File: config.mk
export PLATFORM = sky130hd
export DESIGN_NAME = forwarding_hazard_unit
export DESIGN_NICKNAME = d
export VERILOG_FILES = /design/src/rtl/forwarding_hazard_unit.sv
export SDC_FILE = /design/constraint.sdc
export NUM_CORES = 1
export LEC_CHECK = 0
export CAP_MARGIN = 20
export CORE_ASPECT_RATIO = 0.9
export CORE_MARGIN = 4
export CORE_UTILIZATION = 48
export DETAILED_ROUTE_END_ITERATION = 16
export MAX_ROUTING_LAYER = met4
export PLACE_DENSITY = 0.79
export SLEW_MARGIN = 15
export SYNTH_ARGS = -nofsm -noshare
export SYNTH_HDL_FRONTEND = slang
export SYNTH_SLANG_ARGS = --single-unit
File: constraint.sdc
create_clock -name clk -period 2.2 [get_ports clk]
set_input_delay 0.44 -clock clk [delete_from_list [all_inputs] [get_ports clk]]
set_output_delay 0.44 -clock clk [all_outputs]
set_load 0.1 [all_outputs]
File: src/rtl/forwarding_hazard_unit.sv
// forwarding_hazard_unit: operand forwarding selects, RAW/load-use stall and saturating stall counter
module forwarding_hazard_unit #(
    parameter int FWD_EN = 1,
    parameter int CNT_W  = 16
) (
    input  logic             clk,
    input  logic             rst,
    input  logic             id_valid,
    input  logic [3:0]       id_src1,
    input  logic [3:0]       id_src2,
    input  logic             id_two_src,
    input  logic             id_uses_src1,
    input  logic [3:0]       id_dest,
    input  logic             id_wb_en,
    input  logic             id_mem_r_en,
    input  logic             flush,
    output logic             hazard,
    output logic [1:0]       sel_src1,
    output logic [1:0]       sel_src2,
    output logic [CNT_W-1:0] stall_count
);
    logic [3:0] exe_dest, mem_dest;
    logic       exe_wb, exe_ld, mem_wb;
    logic       rd1, rd2, me1, me2, mm1, mm2, adv;

    assign rd1 = id_valid & id_uses_src1;
    assign rd2 = id_valid & id_two_src;
    assign me1 = rd1 & exe_wb & (exe_dest == id_src1);
    assign me2 = rd2 & exe_wb & (exe_dest == id_src2);
    assign mm1 = rd1 & mem_wb & (mem_dest == id_src1);
    assign mm2 = rd2 & mem_wb & (mem_dest == id_src2);
    // A flushed ID instruction is discarded, so it can never stall.
    assign hazard = ~flush & ((FWD_EN != 0) ? ((me1 | me2) & exe_ld) : (me1 | me2 | mm1 | mm2));
    assign adv = id_valid & ~hazard & ~flush;

    always_ff @(posedge clk) begin
        if (rst) begin
            exe_dest    <= 4'd0;
            exe_wb      <= 1'b0;
            exe_ld      <= 1'b0;
            mem_dest    <= 4'd0;
            mem_wb      <= 1'b0;
            sel_src1    <= 2'd0;
            sel_src2    <= 2'd0;
            stall_count <= '0;
        end else begin
            mem_dest <= exe_dest;
            mem_wb   <= exe_wb;
            exe_dest <= adv ? id_dest : 4'd0;
            exe_wb   <= adv & id_wb_en;
            exe_ld   <= adv & id_mem_r_en;
            sel_src1 <= (adv && FWD_EN != 0) ? (me1 ? 2'd1 : mm1 ? 2'd2 : 2'd0) : 2'd0;
            sel_src2 <= (adv && FWD_EN != 0) ? (me2 ? 2'd1 : mm2 ? 2'd2 : 2'd0) : 2'd0;
            if (hazard && stall_count != '1)
                stall_count <= stall_count + 1'b1;
        end
    end
endmodule

==> key figures, run 1 <==
Clock network
  • Total CTS buffers: 5
  • H-tree levels: 2
  • Maximum root-to-sink buffer count: 2
  • Root Buffer: clkbuf_8
  • Clock-pin slew on the worst setup and hold paths: around 0.06 ns
  • Post-CTS Hold Buffers: 0
  • CTS sink count: 31
  • CTS tree: yes
  • Clock Latency Late Sink: between 0.2 and 0.3 ns

Placement
  • Dpl hpwl: 2.97 mm
  • I/O Buffers: 40
  • Setup WS pre-CTS: -0.247 ns
  • GP Congestion: a little over 0.9

Die
  • Die X-Extent: between 60 and 70 um
  • FP Rows: 19
  • Core Region: 3110 um^2
  • Die footprint: 4300 um^2
  • Starting Density: between 50% and 60%
  • I/O pin cnt: 41
  • Die height: 62.6 um

Layout
  • Net count, final: 265
  • Register area: 641 um^2
  • Antenna cell count: 0
  • Fill cells: 226
  • Synth-to-layout area growth: 47.8%
  • Final design utilization: 75.5%
  • Multi-input gate area: 961 um^2
  • Layout cells sized above 1: ~37%

Global route
  • First-pass GRT wire length: roughly 7.1 mm
  • Gr ovfl total: 0
  • Number of global-route vias before repair: 1533
  • Largest net degree at the start of global routing: 30
  • Initial antenna violation count: 0
  • GRT Total Usage: 22.4%

Drt
  • Drt total wl: 4.45 mm
  • Uppermost layer routed: met4
  • DRC Markers: 0
  • Via-to-Cell Ratio: ~5.7
  • Met1 Wirelength: 1.84 mm
  • Metal2 WL: 2.20 mm
  • Final ANT Viol Nets: 0
  • WL/cell: 15.5 um
  • Via count: ~1600
  • WL met3: approximately 310 um
  • Pre-antenna DRT Iters: 5
  • Initial DRC count: 199

Timing
  • Rel. slew slack: 78.0%
  • Final period util: between 90% and 100%
  • Worst-margin pin slew: 0.325 ns
  • Final Max Tran Viols: 0
  • Peak Freq: 457 MHz
  • Final hold violation count: 0
  • Hold_ws: 0.489 ns
  • Worst setup margin: 0.0136 ns
  • Fin crit period: ~2.2 ns
  • Clock skew: around 0.0056 ns
  • Final setup viols: 0

Worst setup path
  • Worst path arrival time: 1.75 ns
  • Slowest stage delay, CP: 0.42 ns
  • Crit path capture type: output port
  • Req. time, crit path: 1.76 ns
  • Worst Setup Path Type: in -> out
  • Crit-path max FO: 3
  • Slowest stage cell, crit path: clkdlybuf4s50_1
  • Worst Setup Start Kind: primary input
  • Critical-path cell list: clkdlybuf4s50_1, nand2b_2, nor3_2, nor2_2, inv_2, buf_12

Yosys
  • Seq/Total Area, Yosys: 39.0%
  • Synth Warn #: 0
  • Mapped Area: between 1500 and 2000 um^2
  • Yosys top cell area share: about two fifths
  • Synth area leaders: dfxtp_1 39%, xnor2_1 8.8%, nor2b_1 5.1%
  • Number of synthesized register bits: 31
  • Mean Syn Cell Area: 9.09 um^2
  • Synth area leader: dfxtp_1
  • Net Count, Synth: 196
  • Distinct cell type count after synthesis: 35
  • Cells after Synth: 175

Worst hold path
  • Hold crit path type: reg -> reg

Pwr
  • Worst vdd ir: 0.364 mV
  • Leak Pwr: 0.952 nW
  • PD cells: 473 nW/um^2

Status
  • Outcome: finished clean

Run
  • Max cap viols: 0
path summary, 6_finish.rpt:
check | start | to | slack (ns) | depth (start not counted)
hold / removal | stall_count[8] | stall_count[8] | 0.49 | 2
setup / recovery | flush | hazard | 0.01 | 6
setup reg to reg | stall_count[0] | stall_count[7] | 0.14 | 6
hold reg to reg | stall_count[8] | stall_count[8] | 0.49 | 2
area by class of cell:
| class | count | share of cell area (%) |
|---|---|---|
| clock inverter | 1 | 0.213 |
| sequential | 31 | 27.2 |
| timing repair buffer | 70 | 25.5 |
| tap | 42 | 2.23 |
| inverter | 3 | 0.479 |
| clock buffer | 6 | 3.51 |
| multi-input combinational | 133 | 40.9 |
critical path: cells and delay by family:
kind / cells / cell delay, ns
buffers and inverters: 3 / 0.67
AND/OR/NAND/NOR: 3 / 0.64
synth_stat cells:
cell type / instances
and4_4: 1
nor2b_1: 13
or3_1: 1
o31ai_1: 4
and2_1: 2
o2111ai_1: 1
nand3_1: 9
nor3b_1: 1
clkbuf_1: 6
and3_2: 1
nand3_4: 1
or4_1: 3
a31oi_1: 1
mux2i_1: 1
and4_2: 1
nand4_1: 11
a21oi_1: 8
ha_1: 1
nand2_1: 3
xnor2_1: 16
and4_1: 2
o41ai_1: 6
and2_2: 2
buf_2: 2
o22a_1: 1
or4b_1: 4
and3_1: 9
mux2_2: 6
dfxtp_1: 31
and2b_2: 1
nor2_1: 9
nor4_1: 3
nor3_1: 8
nand2b_1: 3
inv_1: 3
per-layer routing:
layer  vias to the layer above  GRT usage (%)
met2                        71           31.9
met4                         0           7.79
met1                       771           29.8
met5                         -              -
met3                        12           6.47
li1                        789              -
sequential cells by signal (all words and copies together) (netlist names):
name         count
exe_dest         4
exe_ld           1
exe_wb           1
mem_dest         4
mem_wb           1
sel_src1         2
sel_src2         2
stall_count     16
power breakdown:
| part | leakage [nW] | switching [mW] | total [mW] | internal [mW] |
|---|---|---|---|---|
| logic | 0.648 | 0.0401 | 0.101 | 0.0607 |
| registers | 0.257 | 0.00422 | 0.567 | 0.563 |
| clock network | 0.0470 | 0.199 | 0.444 | 0.245 |
| total | 0.952 | 0.243 | 1.11 | 0.869 |
cells in the final DEF (no fill, tap or decap), types with 4 or more instances in the layout:
master,netlist,layout
buf_4,0,49
dfxtp_1,31,19
xnor2_1,16,16
nor2b_1,13,13
nand4_1,11,11
clkdlybuf4s50_1,0,11
dfxtp_2,0,10
and3_1,9,9
nand3_1,9,8
a21oi_1,8,8
nor2_1,9,8
o41ai_1,6,6
nor3_1,8,6
mux2_2,6,6
clkbuf_8,0,6
dlygate4sd2_1,0,5
o31ai_1,4,4
or4b_1,4,4
per-stage QoR:
stage | total power [mW] | TNS (ns) | cell area (um^2) | instances
floorplan | 0.615 | 0 | 1610 | 175
global placement | 0.676 | -2.31 | 2160 | 270
detailed placement | 0.679 | -3.19 | 2160 | 270
CTS | 1.12 | 0 | 2320 | 285
global route | 1.16 | -0.0964 | 2350 | 286
finish | 1.11 | 0 | 2350 | 286
cell families after synthesis:
group	count (synthesis)	synth area share [%]
flip-flops	31	39.0
adder cells (fa/ha/maj)	1	0.786
AND/OR/NAND/NOR	88	34.6
buffers and inverters	11	2.75
XOR/XNOR	16	8.80
multiplexers	7	4.87
AO/OA/AOI/OAI	21	9.20
timing repair:
action,4_1_cts,5_1_grt
pin swaps,5,1
endpoints found under the setup margin,1,11
gates resized for setup,9,8
setup buffers,8,1
(Power assumes the default switching activity.)
==> run 2, diff against run 1 <==
Settings changed: MAX_ROUTING_LAYER met4 to default.
==> key figures, run 2 (same netlist as run 1, synthesis figures left out) <==
Run
  • Max cap viols: 0

Global route
  • Number of global-route vias before repair: between 1500 and 2000
  • Global routing met1 resource utilization: 29.7%
  • Initial antenna violation count: 0
  • Gr ovfl total: 0
  • GR Util met2: 33.1%
  • Largest net degree at the start of global routing: 30
  • GRT Total Usage: 21.6%
  • First-pass GRT wire length: between 7 and 8 mm
  • Met3 GRT Util: 5.40%
  • GRT Max-Usage Layer: met2

Status
  • Outcome: finished clean

Layout
  • Antenna cell count: 0
  • Multi-input gate area: between 900 and 1000 um^2
  • Commonest non-fill, non-tap cell in the layout: buf_4
  • Fill cells: 196
  • Final design utilization: 76.9%
  • Largest Register: stall_count
  • Register area: 641 um^2
  • Commonest non-fill, non-tap cells in the layout: 50 x buf_4, 19 x dfxtp_1, 15 x xnor2_1
  • Layout cells sized above 1: 38.8%
  • Regs by FF count: stall_count: 16 flops, exe_dest: 4 flops, mem_dest: 4 flops
  • Post-Layout Cell Count: around 290
  • Net count, final: approximately 270
  • Synth-to-layout area growth: 50.4%
  • Max reg flops: 16

Clock network
  • Clock-pin slew on the worst setup and hold paths: ~0.060 ns
  • CTS tree: yes
  • Total CTS buffers: 5
  • Post-CTS Hold Buffers: 0
  • H-tree levels: 2
  • Root Buffer: clkbuf_8
  • Clock Latency Late Sink: between 0.2 and 0.3 ns
  • CTS sink count: 31
  • Maximum root-to-sink buffer count: 2

Worst setup path
  • Worst Setup Path Type: in -> out
  • Crit-path max FO: 3
  • Worst path arrival time: 1.72 ns
  • Reg2reg end: stall_count[8]
  • Worst r2r path cells: 6
  • R2r setup slk: 0.14 ns
  • Worst Setup Start Kind: primary input
  • Req. time, crit path: 1.76 ns
  • Crit path capture type: output port
  • Reg-to-Reg Start: stall_count[0]

Timing
  • Final period util: a little over nine tenths
  • Clock skew: 0.00774 ns
  • Peak Freq: 462 MHz
  • Fin crit period: between 2 and 2.5 ns
  • Worst-margin pin slew: 0.414 ns
  • Final Max Tran Viols: 0
  • Final hold violation count: 0
  • Rel. slew slack: 72.0%
  • Final setup viols: 0

Worst hold path
  • Min-delay src: stall_count[9]
  • Hold path depth: 2
  • Sink of the worst hold path: stall_count[9]
  • Hold crit path type: reg -> reg

Placement
  • Placed cells: 270
  • GP Congestion: around 0.9
  • I/O Buffers: 40
  • Dpl hpwl: 3.01 mm

Pwr
  • Psw: 0.252 mW
  • P_int: a little under 0.9 mW
  • Worst vdd ir: 0.412 mV
  • Clock power share: about two fifths
  • Sequential share of power: 50.5%
  • PD cells: approximately 470 nW/um^2
  • Leak Pwr: approximately 0.99 nW
  • Combinational Power Share: 9.5%
  • Switching share of power: 22.4%

Drt
  • DRC Markers: 0
  • Via-to-Cell Ratio: 5.74
  • Drt total wl: 4.56 mm
  • WL/cell: 15.9 um
  • Final ANT Viol Nets: 0
  • Initial DRC count: 207
  • Pre-antenna DRT Iters: 5
  • Via count: 1646

Die
  • Die footprint: 4300 um^2
  • I/O pin cnt: 41
  • Die height: 62.6 um
  • Die X-Extent: 68.7 um
  • Core Region: 3110 um^2
  • Starting Density: 51.1%
  • FP Rows: 19
## run 2: cell count changes in the layout (fill, tap and decap cells not counted), sizes merged
cell | previous run | this run
buf | 51 | 52
dlygate4sd2 | 5 | 4
dlymetal6s2s | 3 | 5
clkdlybuf4s50 | 11 | 10
## run 2: worst max-delay path, stage by stage
cell and delay (ns):
clkdlybuf4s50_1 0.43, nand2b_2 0.27, nor3_4 0.26, nor2_2 0.08
inv_2 0.07, buf_12 0.17
## run 2: repair_timing
action,4_1_cts,5_1_grt
hold endpoints to repair,0,0
buffers inserted,7,3
gates resized for setup,11,12
endpoints found under the setup margin,1,14
pin swaps,7,8
## run 2: power groups by stage
stage               Combinational [mW]  Clock, mW  Sequential (mW)
floorplan                       0.0367          0            0.579
global placement                0.0966          0            0.580
detailed placement              0.0995          0            0.580
CTS                              0.100      0.451            0.567
global route                     0.116      0.487            0.568
finish                           0.107      0.449            0.568
## run 2: routing by layer
metal / up-vias / part of all wire, %
met1: 777 / 43
li1: 794 / -
met4: 0 / 1.6
met5: - / 0
met3: 11 / 6.3
met2: 64 / 49
## run 2: worst max-delay path by stage
stage | start | end | slack, ns | depth (start not counted)
3_3_place_gp | id_src1[2] | stall_count[4] | -0.17 | 7
2_1_floorplan | stall_count[12] | stall_count[11] | 0.01 | 5
6_report | flush | hazard | 0.04 | 6
4_1_cts | id_src1[2] | hazard | 0.01 | 7
3_5_place_dp | id_src1[1] | stall_count[6] | -0.23 | 7
5_1_grt | flush | hazard | -0.04 | 6
## run 2: through the flow
stage	hold slack [ns]	TNS, ns	setup slack, ns	total power [mW]	area (um^2)
after floorplan	0.461	0	0.0119	0.615	1610
after global placement	0.470	-2.15	-0.167	0.676	2160
after detailed placement	0.482	-2.85	-0.226	0.679	2160
after CTS	0.494	0	0.0140	1.12	2320
after global routing	0.514	-0.0391	-0.0391	1.17	2390
final	0.498	0	0.0363	1.12	2390
## run 2: cell type report
class,instances,area share [%]
tap,42,2.20
timing repair buffer,71,25.6
sequential,31,26.8
multi-input combinational,133,41.3
clock buffer,6,3.45
clock inverter,1,0.209
inverter,3,0.470
